**src/rtl/pb_debouncer.sv**
```systemverilog
// Pushbutton debouncer: synchronises a raw, bouncing pin into the clock domain,
// qualifies each level change over DEBOUNCE_CYCLES stable samples, and emits
// a clean level plus single-cycle press/release strobes aligned with its edges.
module pb_debouncer #(
  parameter int DEBOUNCE_CYCLES = 1_000_000,  // qualification time in clocks, >= 2
  parameter int SYNC_STAGES     = 2           // synchroniser depth, >= 2
) (
  input  logic CLK100MHZ,
  input  logic reset,
  input  logic PB_in,
  output logic PB_level,
  output logic PB_pressed,
  output logic PB_released
);

  localparam int            CW      = $clog2(DEBOUNCE_CYCLES);
  localparam logic [CW-1:0] CNT_MAX = CW'(DEBOUNCE_CYCLES - 1);

  typedef enum logic [1:0] {
    IDLE_LOW,
    WAIT_HIGH,
    IDLE_HIGH,
    WAIT_LOW
  } state_e;

  logic [SYNC_STAGES-1:0] sync_q;
  logic                   sync;

  state_e        state_q,    state_d;
  logic [CW-1:0] cnt_q,      cnt_d;
  logic          level_q,    level_d;
  logic          pressed_q,  pressed_d;
  logic          released_q, released_d;

  // Shift the raw pin through the synchroniser chain; only the last stage is trusted.
  always_ff @(posedge CLK100MHZ or posedge reset) begin
    if (reset) begin
      sync_q <= '0;
    end else begin
      // NOTE: clocked state always uses non-blocking assignments so every flop
      // samples the pre-edge value of its neighbours, which is what makes the chain shift.
      sync_q <= {sync_q[SYNC_STAGES-2:0], PB_in};
    end
  end

  assign sync = sync_q[SYNC_STAGES-1];

  // Next-state logic: track the candidate level and count how long it has been stable.
  always_comb begin
    // NOTE: every output of this block gets a default first, so no path leaves a
    // signal unassigned and no latch is inferred. Strobes default low.
    state_d    = state_q;
    cnt_d      = cnt_q;
    level_d    = level_q;
    pressed_d  = 1'b0;
    released_d = 1'b0;

    case (state_q)
      IDLE_LOW: begin
        if (sync) begin
          state_d = WAIT_HIGH;
          cnt_d   = '0;
        end
      end

      WAIT_HIGH: begin
        if (!sync) begin
          state_d = IDLE_LOW;               // bounce: drop back without a strobe
        end else if (cnt_q == CNT_MAX) begin
          state_d   = IDLE_HIGH;
          level_d   = 1'b1;
          pressed_d = 1'b1;
        end else begin
          cnt_d = cnt_q + CW'(1);
        end
      end

      IDLE_HIGH: begin
        if (!sync) begin
          state_d = WAIT_LOW;
          cnt_d   = '0;
        end
      end

      WAIT_LOW: begin
        if (sync) begin
          state_d = IDLE_HIGH;              // bounce: drop back without a strobe
        end else if (cnt_q == CNT_MAX) begin
          state_d    = IDLE_LOW;
          level_d    = 1'b0;
          released_d = 1'b1;
        end else begin
          cnt_d = cnt_q + CW'(1);
        end
      end

      default: begin
        state_d = IDLE_LOW;
        level_d = 1'b0;
      end
    endcase
  end

  // Register FSM state, counter and all outputs so nothing combinational reaches the pins.
  always_ff @(posedge CLK100MHZ or posedge reset) begin
    if (reset) begin
      // NOTE: reset clears every flop here, including the counter, so any
      // qualification in progress is discarded and outputs drop low at once.
      state_q    <= IDLE_LOW;
      cnt_q      <= '0;
      level_q    <= 1'b0;
      pressed_q  <= 1'b0;
      released_q <= 1'b0;
    end else begin
      state_q    <= state_d;
      cnt_q      <= cnt_d;
      level_q    <= level_d;
      pressed_q  <= pressed_d;
      released_q <= released_d;
    end
  end

  assign PB_level    = level_q;
  assign PB_pressed  = pressed_q;
  assign PB_released = released_q;

endmodule

```
**config.mk**
```make
export PLATFORM = sky130hd
export DESIGN_NAME = pb_debouncer
export DESIGN_NICKNAME = d
export VERILOG_FILES = /design/src/rtl/pb_debouncer.sv
export SDC_FILE = /design/constraint.sdc
export NUM_CORES = 1
export LEC_CHECK = 0
export BUFFER_PORTS_ARGS = -buffer_cell sky130_fd_sc_hd__buf_2
export CAP_MARGIN = 10
export CORE_UTILIZATION = 57
export CTS_BUF_LIST = sky130_fd_sc_hd__clkbuf_4 sky130_fd_sc_hd__clkbuf_8
export CTS_CLUSTER_SIZE = 25
export DETAILED_ROUTE_END_ITERATION = 12
export PLACE_DENSITY = 0.85
export SLEW_MARGIN = 20
export SYNTH_ARGS = -nofsm -noshare
export SYNTH_HDL_FRONTEND = slang
export SYNTH_SLANG_ARGS = --single-unit
```
**constraint.sdc**
```tcl
create_clock -name CLK100MHZ -period 1.75 [get_ports CLK100MHZ]
set_input_delay 0.0875 -clock CLK100MHZ [delete_from_list [all_inputs] [get_ports CLK100MHZ]]
set_output_delay 0.0875 -clock CLK100MHZ [all_outputs]
set_load 0.02 [all_outputs]
```
# [After elaboration in Yosys (flattened, before gate mapping)]
# Index checks and enable logic that the tools add are counted.
[word_totals] output_inout_bits=3 input_bits=3 register_bits=27
[op_classes] eq_ne=12 n_reduce_logical=5 n_mux=23 n_addsub=1
[ops] operator="$mux W20" n=5
[ops] operator="$pmux W20 S4" n=1
[ops] operator="$add A20 B1 Y20 const B" n=1
[ops] operator="$eq A20 B20 Y1 const B" n=1
[ops] operator="$mux W2" n=6
[ops] operator="$ne A2 B2 Y1 const B" n=6
[ops] operator="$mux W1" n=9
[ops] operator="$pmux W2 S4" n=1
[ops] operator="$reduce_and A4 Y1" n=2
[ops] operator="$ne A3 B3 Y1 const B" n=2
[ops] operator="$reduce_and A5 Y1" n=1
[ops] operator="$eq A2 B2 Y1 const B" n=2
[ops] operator="$eq A2 B1 Y1 const B" n=1
[ops] operator="$logic_not A2 Y1" n=1
[ops] operator="$pmux W1 S2" n=1
[ops] operator="$reduce_bool A2 Y1" n=1

# [Longest topological paths before layout]
[logic_depth] word_depth=4 depth_mapped=6 mapped_depth_nobuf=6

# [Worst setup path after synthesis]
# Ideal clock, no wire load.
[synth_timing] path_kind="flip-flop to flip-flop" startpoint="register cnt_q[0]" endpoint="register cnt_q[16]" path_stages_with_launch=7 slack_ns=0.022 t_arrival_ns=1.602 path_buffers=1 cell_sequence="dfrtp_1 > ha_1 > and4_1 > nand2_1 > o21ai_2 > buf_6 > a221o_1"
[synth_via] elab_chain_len=4 elab_cells_between_ends=6
[synth_rtl] element="start: declaration" line="30" source="logic [CW-1:0] cnt_q, cnt_d;"
[synth_rtl] element="start signal: assignment" line="116" source="cnt_q <= cnt_d;"
[synth_rtl] element="$add A20 B1 Y20 or $eq A20 B20 Y1 (tied branches)"
[synth_rtl] element="$mux W20 *" line="69, 88"
[synth_rtl] element="$mux W20, on equally long branches" line="86, 67"
[synth_rtl] element="$pmux W20 S4 *" line="58" source="case (state_q)"
# Every way passes the cells marked *; elsewhere a longest branch is shown, timed or not. The select of a mux whose other input is x is not followed.
# A chain may end at the register's enable or synchronous reset.

# [Final worst setup path]
[layout_timing] startpoint="register cnt_q[7]" endpoint="register cnt_q[4]"
[layout_via] elab_chain_len=4 elab_cells_between_ends=5
[layout_rtl] element="$eq A20 B20 Y1 *" line="69, 88"
[layout_rtl] element="$mux W20 *"
[layout_rtl] element="$mux W20, on equally long branches"
[layout_rtl] element="$pmux W20 S4 *"
# Marked as above.

==> impl_metrics.yaml <==
yosys:
  synth_top_area_cell: "dfrtp_1"
  synth_area_leaders: "dfrtp_1, nand2_1, mux2i_1, a31oi_1, and3_1"
  synthDistinctLibCells: 50
  synth_common_cells: "dfrtp_1, nand2_1, a31oi_1, nand3_1"
  synth_cells: 157
  synth_top_cell_area_share_pct: 42.5
  synth_flop_cell: "dfrtp_1"
  synth-edff-count: 0
  yosysMostFrequentCell: "dfrtp_1"
  ys_seq_area_share_pct: 42.5
  yosys_warnings: 0
  synth_area_um2: 1590
  synth_seq_cells: 27
  async_flop_share_pct: 100
  syn_nets: 161
  avgSynthCellArea_um2: 10.1
worst_setup_path:
  reg2regPathDepth: 5
  path_cells: "and4bb_2 -> nand4_4 -> o21ai_4 -> inv_2 -> a32o_1"
  startpoint_type: "register"
  critPathMaxStageDelay_ns: 0.49
  reg2reg_slack_ns: 0.07
  required_ns: 1.98
  critPathKind: "register to register"
  path_max_fanout: 7
  endpoint_kind: "register"
  cp_slowest_cell: "dfrtp_1"
  critPathArrivalTime_ns: 1.91
power_and_ir_drop:
  power_density_nw_per_um2: 589
  ir_drop_mv: 0.609
  leakagePower_nw: 0.845
sta:
  finClkSkew_ns: 0.00237
  slew_violations: 0
  rsz0062_at_grt: "true"
  period_minus_slack_ns: 1.68
  slew-limit-headroom_pct: 76.4
  fin_crit_sh_pct: 96.1
  hold_viol: 0
  whs_ns: 0.340
  max_freq_mhz: 595
  setup_viol_count_final: 0
  worst_slew_pin_slew_ns: 0.351
drt:
  drt-total-wl_mm: 3.96
  dr.first_iter.drc_count: 48
  vias_per_cell: 6.91
  wl_per_cell_um: 19.0
  via_count: 1438
  drc_errors: 0
  route.antenna.remaining_nets: 0
  firstDrtPassIters: 4
placement:
  io_buffer_count: 5
  dp_hpwl_mm: 2.58
  gp_congestion: 0.818
clock_tree:
  numCtsBuffers: 3
  clkSlewWorstSetupHoldPaths_ns: 0.14
  worstSkewPairLatency_ns: 0.33
  cts.path.max_buffers: 2
  h-tree-depth: 1
  cts_sinks: 27
  cts_tree: "done"
  cts_root_buf: "clkbuf_4"
die:
  ios: 6
  start_util_pct: 61.9
  rows: 18
  die_w_um: 54.8
  core_um2: 2570
  die-area_um2: 3010
  die_height_um: 54.8
job:
  drv_cap: 0
layout:
  drive_gt1_share_pct: 28.1
  nets: 183
  area_growth_pct: 16.5
  diodes: 0
  final_util_pct: 72.2
grt:
  grt_pass1_vias: 1315
  grt_max_degree: 28
  grt_first_pass_wirelength_mm: 6.18
  grt_overflow_total: 0
  antenna_found_initial: 0
  grt_use_total_pct: 29.3
status:
  status: "finished clean"
min_path:
  min_path_type: "input port to async pin"
[flip-flops by register name, indices dropped and copies added (netlist names), named ones only]
| name | flops |
|---|---|
| cnt_q | 20 |
| PB_level | 1 |
| PB_released | 1 |
| PB_pressed | 1 |
| sync_q | 2 |
| state_q | 1 |
[cell families (layout without fill, tap and decap cells)]
logic type	Yosys count	after routing	synth area share, %
compound gates	42	42	20.8
xor+xnor	2	2	1.57
fa+ha+maj	1	1	0.787
buf+inv	12	33	3.54
flops	27	27	42.5
mux	6	6	3.86
simple gates	67	67	26.9
[metrics by stage]
stage	cell area, um2	setup TNS (ns)	setup slack [ns]	total power [mW]	std cells
6_report	1850	0	0.0689	1.09	208
5_1_grt	1850	-0.112	-0.0263	1.14	208
4_1_cts	1760	0	0.0249	1.08	203
3_5_place_dp	1710	0	0.0106	0.797	197
3_3_place_gp	1710	0	0.0914	0.792	197
2_1_floorplan	1590	0	0.0217	0.753	157
[placed cells by master (no fill, tap or decap), drive strengths merged, types with 3 or more instances in the layout]
master   Yosys  layout
a21oi        3       3
a31oi        7       7
and2         5       5
and3         6       6
and4         4       4
buf          4      22
clkbuf       3       4
dfrtp       27      27
inv          4       4
mux2i        5       5
nand2       18      18
nand3        7       7
nand4        3       3
nor2         6       6
nor3         4       4
nor4         3       3
o211ai       4       4
o21ai        6       6
o2bb2ai      3       3
o31ai        5       5
[timing repair]
action,4_1_cts,5_1_grt
endpoints found under the setup margin,2,19
pin swaps,0,2
hold endpoints to repair,28,0
setup buffers,0,5
resized for setup,1,16
hold buffers,2,0
[layer usage]
metal | vias to the layer above | GRT usage (%) | share of wire [%]
li1 | 650 | - | -
met1 | 711 | 39.3 | 41
met2 | 66 | 47.8 | 51
met3 | 11 | 4.72 | 6.8
met4 | 0 | 8.55 | 1.9
met5 | - | 0 | 0
[final timing paths]
check,startpoint,end
max,cnt_q[7],cnt_q[4]
min,reset,sync_q[1]
max reg2reg,cnt_q[7],cnt_q[4]
min reg2reg,sync_q[0],sync_q[1]
max in group asynchronous,reset,cnt_q[6]
min in group CLK100MHZ,PB_in,sync_q[0]
[cell type report]
class,count,area [um2]
fillers,195,714
inverters,5,18.8
multi-input cells,118,913
flip-flops and latches,27,681
well taps,30,37.5
repair buffers,24,173
clock buffers,4,30.0
[critical path: cells and delay by family (launching register included)]
| family | cells | cell delay [ns] |
|---|---|---|
| flip-flops | 1 | 0.49 |
| buffers and inverters | 1 | 0.08 |
| AO/OA/AOI/OAI | 2 | 0.44 |
| AND/OR/NAND/NOR | 2 | 0.59 |
[power breakdown]
part | leakage [nW] | switching, mW | internal [mW]
clock network | 0.0184 | 0.186 | 0.105
registers | 0.361 | 0.0250 | 0.642
logic | 0.466 | 0.0753 | 0.0585
total | 0.845 | 0.286 | 0.805
(Power assumes the default switching activity.)
